--- src/rtl/ex_muldiv_pkg.sv ---
// ============================================================================
// ex_muldiv_pkg : shared RV32M opcodes, FSM encodings and signedness helpers
// Rev 1.0
// ============================================================================
`default_nettype none

package ex_muldiv_pkg;

   localparam logic [6:0] INST_M_FUNCT7 = 7'b0000001;

   localparam logic [2:0] INST_MUL    = 3'b000;
   localparam logic [2:0] INST_MULH   = 3'b001;
   localparam logic [2:0] INST_MULHSU = 3'b010;
   localparam logic [2:0] INST_MULHU  = 3'b011;
   localparam logic [2:0] INST_DIV    = 3'b100;
   localparam logic [2:0] INST_DIVU   = 3'b101;
   localparam logic [2:0] INST_REM    = 3'b110;
   localparam logic [2:0] INST_REMU   = 3'b111;

   localparam logic [1:0] ST_IDLE = 2'd0;
   localparam logic [1:0] ST_MUL  = 2'd1;
   localparam logic [1:0] ST_DIV  = 2'd2;
   localparam logic [1:0] ST_DONE = 2'd3;

   function automatic logic op1_is_signed(input logic [2:0] op);
      return (op == INST_MULH) || (op == INST_MULHSU) || (op == INST_DIV) || (op == INST_REM);
   endfunction

   // MULHSU treats rs2 as unsigned
   function automatic logic op2_is_signed(input logic [2:0] op);
      return (op == INST_MULH) || (op == INST_DIV) || (op == INST_REM);
   endfunction

endpackage

`default_nettype wire

--- src/rtl/ex_muldiv_div_core.sv ---
// ============================================================================
// muldiv_div_core : iterative radix-2 restoring divider on unsigned magnitudes
// Rev 1.0
// ============================================================================
`default_nettype none

module muldiv_div_core #(
   parameter int XLEN  = 32,
   parameter int CNT_W = $clog2(XLEN) + 1
) (
   input  logic            clk,
   input  logic            rst_n,
   input  logic            start_i,
   input  logic            abort_i,
   input  logic [XLEN-1:0] dividend_i,
   input  logic [XLEN-1:0] divisor_i,
   output logic            done_o,
   output logic [XLEN-1:0] quot_o,
   output logic [XLEN-1:0] rem_o
);

   logic             r_busy;
   logic [CNT_W-1:0] r_cnt;
   logic [XLEN-1:0]  r_quot;
   logic [XLEN-1:0]  r_rem;
   logic [XLEN-1:0]  r_divisor;

   logic [XLEN:0]    w_shift;
   logic [XLEN:0]    w_diff;
   logic             w_fits;
   logic [XLEN-1:0]  w_quot_nxt;
   logic [XLEN-1:0]  w_rem_nxt;

   // r_quot doubles as the dividend shift register; its MSB feeds the partial remainder
   assign w_shift    = {r_rem, r_quot[XLEN-1]};
   assign w_diff     = w_shift - {1'b0, r_divisor};
   assign w_fits     = ~w_diff[XLEN];
   assign w_rem_nxt  = w_fits ? w_diff[XLEN-1:0] : w_shift[XLEN-1:0];
   assign w_quot_nxt = {r_quot[XLEN-2:0], w_fits};

   // Results are presented combinationally during the last iteration
   assign done_o = r_busy & (r_cnt == CNT_W'(XLEN - 1));
   assign quot_o = w_quot_nxt;
   assign rem_o  = w_rem_nxt;

   always_ff @(posedge clk or negedge rst_n) begin
      if (!rst_n) begin
         r_busy    <= 1'b0;
         r_cnt     <= '0;
         r_quot    <= '0;
         r_rem     <= '0;
         r_divisor <= '0;
      end else if (abort_i) begin
         r_busy <= 1'b0;
      end else if (start_i) begin
         r_busy    <= 1'b1;
         r_cnt     <= '0;
         r_quot    <= dividend_i;
         r_rem     <= '0;
         r_divisor <= divisor_i;
      end else if (r_busy) begin
         r_quot <= w_quot_nxt;
         r_rem  <= w_rem_nxt;
         r_cnt  <= r_cnt + CNT_W'(1);
         if (done_o) begin
            r_busy <= 1'b0;
         end
      end
   end

endmodule

`default_nettype wire

--- src/rtl/ex_muldiv.sv ---
// ============================================================================
// ex_muldiv : RV32M multi-cycle multiply/divide unit beside the ex stage
// Rev 1.0
// ============================================================================
`default_nettype none

module ex_muldiv
   import ex_muldiv_pkg::*;
#(
   parameter int XLEN     = 32,
   parameter int MUL_ITER = 0,
   parameter int CNT_W    = $clog2(XLEN) + 1
) (
   input  logic            clk,
   input  logic            rst_n,
   input  logic            start_i,
   input  logic [2:0]      op_i,
   input  logic [XLEN-1:0] op1_i,
   input  logic [XLEN-1:0] op2_i,
   input  logic [4:0]      rd_addr_i,
   input  logic            flush_i,
   output logic            hold_flag_o,
   output logic            busy_o,
   output logic [XLEN-1:0] rd_data_o,
   output logic [4:0]      rd_addr_o,
   output logic            rd_wen_o
);

   logic [1:0]        r_state;
   logic [1:0]        w_state_nxt;
   logic [2:0]        r_op;
   logic [4:0]        r_rd_addr;
   logic [XLEN-1:0]   r_abs1;
   logic [XLEN-1:0]   r_abs2;
   logic [XLEN-1:0]   r_result;
   logic              r_neg_res;
   logic              r_neg_rem;

   logic              w_accept;
   logic              w_neg1;
   logic              w_neg2;
   logic [XLEN-1:0]   w_abs1;
   logic [XLEN-1:0]   w_abs2;
   logic              w_div_zero;
   logic              w_div_ovf;
   logic              w_special;
   logic [XLEN-1:0]   w_special_res;
   logic [2*XLEN-1:0] w_prod_mag;
   logic [2*XLEN-1:0] w_prod_fix;
   logic [XLEN-1:0]   w_mul_res;
   logic              w_mul_last;
   logic              w_div_done;
   logic [XLEN-1:0]   w_quot;
   logic [XLEN-1:0]   w_rem;
   logic [XLEN-1:0]   w_div_res;

   assign w_accept = (r_state == ST_IDLE) & start_i & ~flush_i;

   assign w_neg1 = op1_is_signed(op_i) & op1_i[XLEN-1];
   assign w_neg2 = op2_is_signed(op_i) & op2_i[XLEN-1];
   assign w_abs1 = w_neg1 ? -op1_i : op1_i;
   assign w_abs2 = w_neg2 ? -op2_i : op2_i;

   // Divide-by-zero and signed overflow bypass the iterative divider
   assign w_div_zero = (op2_i == '0);
   assign w_div_ovf  = ((op_i == INST_DIV) || (op_i == INST_REM)) &&
                       (op1_i == {1'b1, {(XLEN-1){1'b0}}}) && (op2_i == '1);
   assign w_special  = op_i[2] & (w_div_zero | w_div_ovf);

   always_comb begin
      w_special_res = '0;
      if (op_i[1]) begin
         w_special_res = w_div_zero ? op1_i : '0;
      end else begin
         w_special_res = w_div_zero ? '1 : op1_i;
      end
   end

   generate
      if (MUL_ITER == 0) begin : g_mul_comb
         assign w_prod_mag = {{XLEN{1'b0}}, r_abs1} * {{XLEN{1'b0}}, r_abs2};
         assign w_mul_last = 1'b1;
      end else begin : g_mul_iter
         logic [CNT_W-1:0]  r_cnt;
         logic [2*XLEN-1:0] r_prod;
         logic [2*XLEN-1:0] w_prod_cur;
         logic [XLEN:0]     w_sum;

         // Low half holds the unconsumed multiplier bits; seeded on the first MUL cycle
         assign w_prod_cur = (r_cnt == '0) ? {{XLEN{1'b0}}, r_abs2} : r_prod;
         assign w_sum      = {1'b0, w_prod_cur[2*XLEN-1:XLEN]} +
                             (w_prod_cur[0] ? {1'b0, r_abs1} : {(XLEN+1){1'b0}});
         assign w_prod_mag = {w_sum, w_prod_cur[XLEN-1:1]};
         assign w_mul_last = (r_cnt == CNT_W'(XLEN - 1));

         always_ff @(posedge clk or negedge rst_n) begin
            if (!rst_n) begin
               r_cnt  <= '0;
               r_prod <= '0;
            end else if (w_accept) begin
               r_cnt <= '0;
            end else if (r_state == ST_MUL) begin
               r_cnt  <= r_cnt + CNT_W'(1);
               r_prod <= w_prod_mag;
            end
         end
      end
   endgenerate

   assign w_prod_fix = r_neg_res ? -w_prod_mag : w_prod_mag;
   assign w_mul_res  = (r_op == INST_MUL) ? w_prod_fix[XLEN-1:0] : w_prod_fix[2*XLEN-1:XLEN];
   assign w_div_res  = r_op[1] ? (r_neg_rem ? -w_rem : w_rem)
                               : (r_neg_res ? -w_quot : w_quot);

   muldiv_div_core #(
      .XLEN  (XLEN),
      .CNT_W (CNT_W)
   ) u_div_core (
      .clk        (clk),
      .rst_n      (rst_n),
      .start_i    (w_accept & op_i[2] & ~w_special),
      .abort_i    ((r_state == ST_DIV) & flush_i),
      .dividend_i (w_abs1),
      .divisor_i  (w_abs2),
      .done_o     (w_div_done),
      .quot_o     (w_quot),
      .rem_o      (w_rem)
   );

   always_ff @(posedge clk or negedge rst_n) begin
      if (!rst_n) begin
         r_state <= ST_IDLE;
      end else begin
         r_state <= w_state_nxt;
      end
   end

   always_comb begin
      w_state_nxt = r_state;
      case (r_state)
         ST_IDLE: begin
            if (w_accept) begin
               w_state_nxt = !op_i[2] ? ST_MUL : (w_special ? ST_DONE : ST_DIV);
            end
         end
         ST_MUL: begin
            if (flush_i)         w_state_nxt = ST_IDLE;
            else if (w_mul_last) w_state_nxt = ST_DONE;
         end
         ST_DIV: begin
            if (flush_i)         w_state_nxt = ST_IDLE;
            else if (w_div_done) w_state_nxt = ST_DONE;
         end
         default: w_state_nxt = ST_IDLE;
      endcase
   end

   always_comb begin
      hold_flag_o = 1'b0;
      busy_o      = (r_state != ST_IDLE);
      rd_wen_o    = 1'b0;
      rd_data_o   = '0;
      rd_addr_o   = '0;
      case (r_state)
         ST_IDLE: hold_flag_o = start_i & ~flush_i;
         ST_MUL:  hold_flag_o = 1'b1;
         ST_DIV:  hold_flag_o = 1'b1;
         default: begin
            rd_wen_o  = 1'b1;
            rd_data_o = r_result;
            rd_addr_o = r_rd_addr;
         end
      endcase
   end

   always_ff @(posedge clk or negedge rst_n) begin
      if (!rst_n) begin
         r_op      <= '0;
         r_rd_addr <= '0;
         r_abs1    <= '0;
         r_abs2    <= '0;
         r_neg_res <= 1'b0;
         r_neg_rem <= 1'b0;
         r_result  <= '0;
      end else if (w_accept) begin
         r_op      <= op_i;
         r_rd_addr <= rd_addr_i;
         r_abs1    <= w_abs1;
         r_abs2    <= w_abs2;
         r_neg_res <= w_neg1 ^ w_neg2;
         r_neg_rem <= w_neg1;
         if (w_special) begin
            r_result <= w_special_res;
         end
      end else if ((r_state == ST_MUL) && !flush_i && w_mul_last) begin
         r_result <= w_mul_res;
      end else if ((r_state == ST_DIV) && !flush_i && w_div_done) begin
         r_result <= w_div_res;
      end
   end

endmodule

`default_nettype wire

--- config.mk ---
export PLATFORM = sky130hd
export DESIGN_NAME = ex_muldiv
export DESIGN_NICKNAME = d
export VERILOG_FILES = /design/src/rtl/ex_muldiv_pkg.sv /design/src/rtl/ex_muldiv_div_core.sv /design/src/rtl/ex_muldiv.sv
export SDC_FILE = /design/constraint.sdc
export NUM_CORES = 2
export LEC_CHECK = 0
export ABC_AREA = 1
export CORE_MARGIN = 2
export CORE_UTILIZATION = 41
export DETAILED_ROUTE_END_ITERATION = 8
export GPL_ROUTABILITY_DRIVEN = 0
export MAX_ROUTING_LAYER = met4
export SETUP_SLACK_MARGIN = 0.3
export SYNTH_ARGS = -nofsm -noshare
export SYNTH_HDL_FRONTEND = slang
export SYNTH_HIERARCHICAL = 1
export SYNTH_SLANG_ARGS = --single-unit
export TNS_END_PERCENT = 30
--- constraint.sdc ---
create_clock -name clk -period 8.1 [get_ports clk]
set_input_delay 1.62 -clock clk [delete_from_list [all_inputs] [get_ports clk]]
set_output_delay 1.62 -clock clk [all_outputs]
set_load 0.02 [all_outputs]
==> impl_metrics.tcl <==
set metrics [dict create \
    status "completed" \
    relSlewSlack_pct 30.1 \
    numCtsBuffers 29 \
    area_growth_syn_to_layout_pct 13.3 \
    drtIter0Drc 4536 \
    gr-usage-met2_pct 44.0 \
    r2r_cells 33 \
    grt_max_degree 105 \
    setup_viol 0 \
    fin_skew_ns 0.0301 \
    rsz0062_at_grt "true" \
    die_x_um 372 \
    report.final.hold_viol_count 0 \
    synth_top_area_share_pct 32.3 \
    finalCritPeriodShare_pct 97.7 \
    htreeDepth 1 \
    synthMuxAreaShare_pct 0 \
    worst_r2r_endpoint "r_result[27]" \
    routed_wl_um 187000 \
    pre_cts_slack_ns -0.0573 \
    synth-simple-area-share_pct 26.1 \
    gr-max-usage-layer "met2" \
    maxCapViolCount 0 \
    design_area_sq_mm 0.0630 \
    r2r_slack_ns 0.19 \
    finalMaxSlewViolations 0 \
    syn_avg_cell_area_sq_um 6.72 \
    cts_tree "done" \
    critical_path.max_stage_delay_ns 0.59 \
    cts_root_buffer "clkbuf_16" \
    use_met3_pct 2.99 \
    critPathMostFrequentCell "nand2_1" \
    core_area_sq_mm 0.135 \
    synth_xor_area_share_pct 1.69 \
    clock-sinks 211 \
    synth_compound_area_share_pct 5.48 \
    period_needed_ns 7.91 \
    synth_cell_types 52 \
    final_util_pct 46.7 \
    insertion_delay_ns 0.63 \
    crit_slowest_cell "fa_1" \
    reg2reg_from "r_abs1[15]" \
    crit_path_start "r_abs1[15]" \
    critPathMaxFanout 10 \
    synth-adder-area-share_pct 39.3 \
    setup_slack_ns 0.185 \
    wl_per_cell_um 18.5 \
    drc 0 \
    nNetsFinal 9586 \
    setup.worst_path.end "r_result[27]" \
    hold_path.class "flip-flop to flip-flop" \
    grt_pass1_wl_um 293000 \
    fmax_ghz 0.126 \
    netlist_area_sq_mm 0.0556 \
    min-delay-start "r_rd_addr[1]" \
    antenna_found_initial 4 \
    hold_buffers 0 \
    viasPerCell 5.05 \
    synth_top_family_by_area "adder cells" \
    final.fill_count 13600 \
    syn_nets 9554 \
    path_class "flip-flop to flip-flop" \
    place_hpwl_um 153000 \
    grt_usage_pct 27.9 \
    ys_top_cells_by_area "fa_1 (32%), nand2_1 (18%), inv_1 (15%), dfrtp_1 (9.5%), ha_1 (6.9%)" \
    synth-seq-cells 211 \
    crit_required_ns 8.64 \
    grt_pass1_vias 51400 \
    vias 51100 \
    critPathArrivalTime_ns 8.45 \
    place_inst 10000 \
    synth_warnings 6 \
    rows 135 \
    ant_nets 0 \
    path_clk_slew_ns 0.07 \
    initial_core_util_pct 41.2 \
    port_buffers 115 \
    overflow 0 \
    cp-start-kind "flip-flop" \
    stdcell_count 10100 \
    place_area_sq_mm 0.0599 \
    ctsLongestPathBuffers 3 \
    grt_use_met1_pct 37.6 \
    synthCells 8274 \
    ioPinCount 116 \
    drt_first_pass_iters 8 \
    yosysSeqAreaShare_pct 9.50 \
    cp-end-kind "flip-flop" \
    die_h_um 372 \
    drive_above_1_share_pct 9.46 \
    synth.largest_area_cell "fa_1" \
    worst_pin_slew_ns 1.05 \
    dieArea_sq_mm 0.139 \
]
through the flow:
stage / setup TNS, ns / hold WS, ns
after floorplan: 0 / 0.446
after global placement: -0.0980 / 0.461
after detailed placement: -0.155 / 0.465
after CTS: 0 / 0.488
after global routing: -1.26 / 0.506
final: 0 / 0.487
worst max-delay path, delay by kind of cell, from the launching register on:
| family | cells | cell delay (ns) |
|---|---|---|
| adder cells (fa/ha/maj) | 9 | 4.34 |
| AO/OA/AOI/OAI | 1 | 0.15 |
| buffers and inverters | 4 | 0.55 |
| AND/OR/NAND/NOR | 19 | 2.26 |
| flip-flops | 1 | 0.51 |
state kept, by name, summed over array words and instances, names as in the netlist:
signal and flops:
r_abs1 32, r_abs2 32, r_neg_rem 1, r_neg_res 1
r_op 3, r_rd_addr 5, r_result 32, r_state 2
u_div_core/r_busy 1, u_div_core/r_cnt 6, u_div_core/r_divisor 32, u_div_core/r_quot 32
u_div_core/r_rem 32
worst min-delay path by stage:
stage | to | depth (start not counted)
5_1_grt | r_rd_addr[4] | 2
3_5_place_dp | r_rd_addr[0] | 2
6_report | r_rd_addr[1] | 2
2_1_floorplan | u_div_core/r_divisor[0] | 2
4_1_cts | r_rd_addr[0] | 2
3_3_place_gp | u_div_core/r_divisor[0] | 2
Yosys cell counts (all sizes together):
library cell and n:
o2bb2ai 1, fa 897, a31o 1, a22oi 7, maj3 5, o211ai 34, nor4 11, xnor2 42
nor3 64, o22ai 9, o32ai 2, o21bai 15, clkinv 1, a31oi 15, nand4 42, ha 307
and3 5, a21o 4, o31ai 6, inv 2212, o21a 1, clkbuf 333, and2 32, a21oi 239
nor2 414, nand2 2721, o221ai 3, xor2 63, nand3b 20, buf 68, o21ai 218, dfrtp 211
nand3 263, or2 6, a221oi 1, a311oi 1
layout by cell type (no fill, tap or decap), drive strengths merged, types with 6 or more instances in the layout:
master | synthesis | final
and2 | 32 | 32
xnor2 | 42 | 42
o22ai | 9 | 9
o21bai | 15 | 15
a22oi | 7 | 7
o211ai | 34 | 34
clkinv | 1 | 7
a31oi | 15 | 15
xor2 | 63 | 63
nor2 | 414 | 414
a21oi | 239 | 239
o21ai | 218 | 218
nor3 | 64 | 64
clkbuf | 333 | 41
dfrtp | 211 | 211
nand2 | 2721 | 2721
nand4 | 42 | 42
o31ai | 6 | 6
nand3 | 263 | 263
or2 | 6 | 6
nand3b | 20 | 20
ha | 307 | 307
buf | 68 | 284
fa | 897 | 897
nor4 | 11 | 11
clkdlybuf4s50 | 0 | 114
inv | 2212 | 2214
repair_timing:
item / in CTS / in global routing
gates resized for setup: 193 / 223
pin swaps: 41 / 75
buffers inserted: 17 / 22
endpoints found under the setup margin: 32 / 32
gates cloned: 3 / 4
cell families (layout without fill, tap and decap cells):
group,Yosys count,count (layout)
compound gates,557,557
other cells,0,2
simple gates,3578,3578
xor+xnor,105,105
fa+ha+maj,1209,1209
buf+inv,2614,2669
flops,211,211
layout make-up:
class	count	area, sq um	share of cell area, %
flip-flops and latches	211	5300	8.41
clock inverters	17	228	0.362
repair buffers	402	4300	6.83
diodes	2	5.00	0.00795
clock buffers	37	826	1.31
multi-input cells	5449	41800	66.4
inverters	2213	8310	13.2
well taps	1781	2230	3.54
per-layer routing:
metal / wire length [um] / up-vias / share of wire (%)
met5: 0 / - / 0
li1: - / 23800 / -
met4: 7700 / 0 / 4.1
met1: 80700 / 25000 / 43
met3: 13900 / 297 / 7.4
met2: 85100 / 1940 / 45
Power is not shown: default switching activity piles up to over one toggle a cycle in this logic, so the estimate is an artifact.
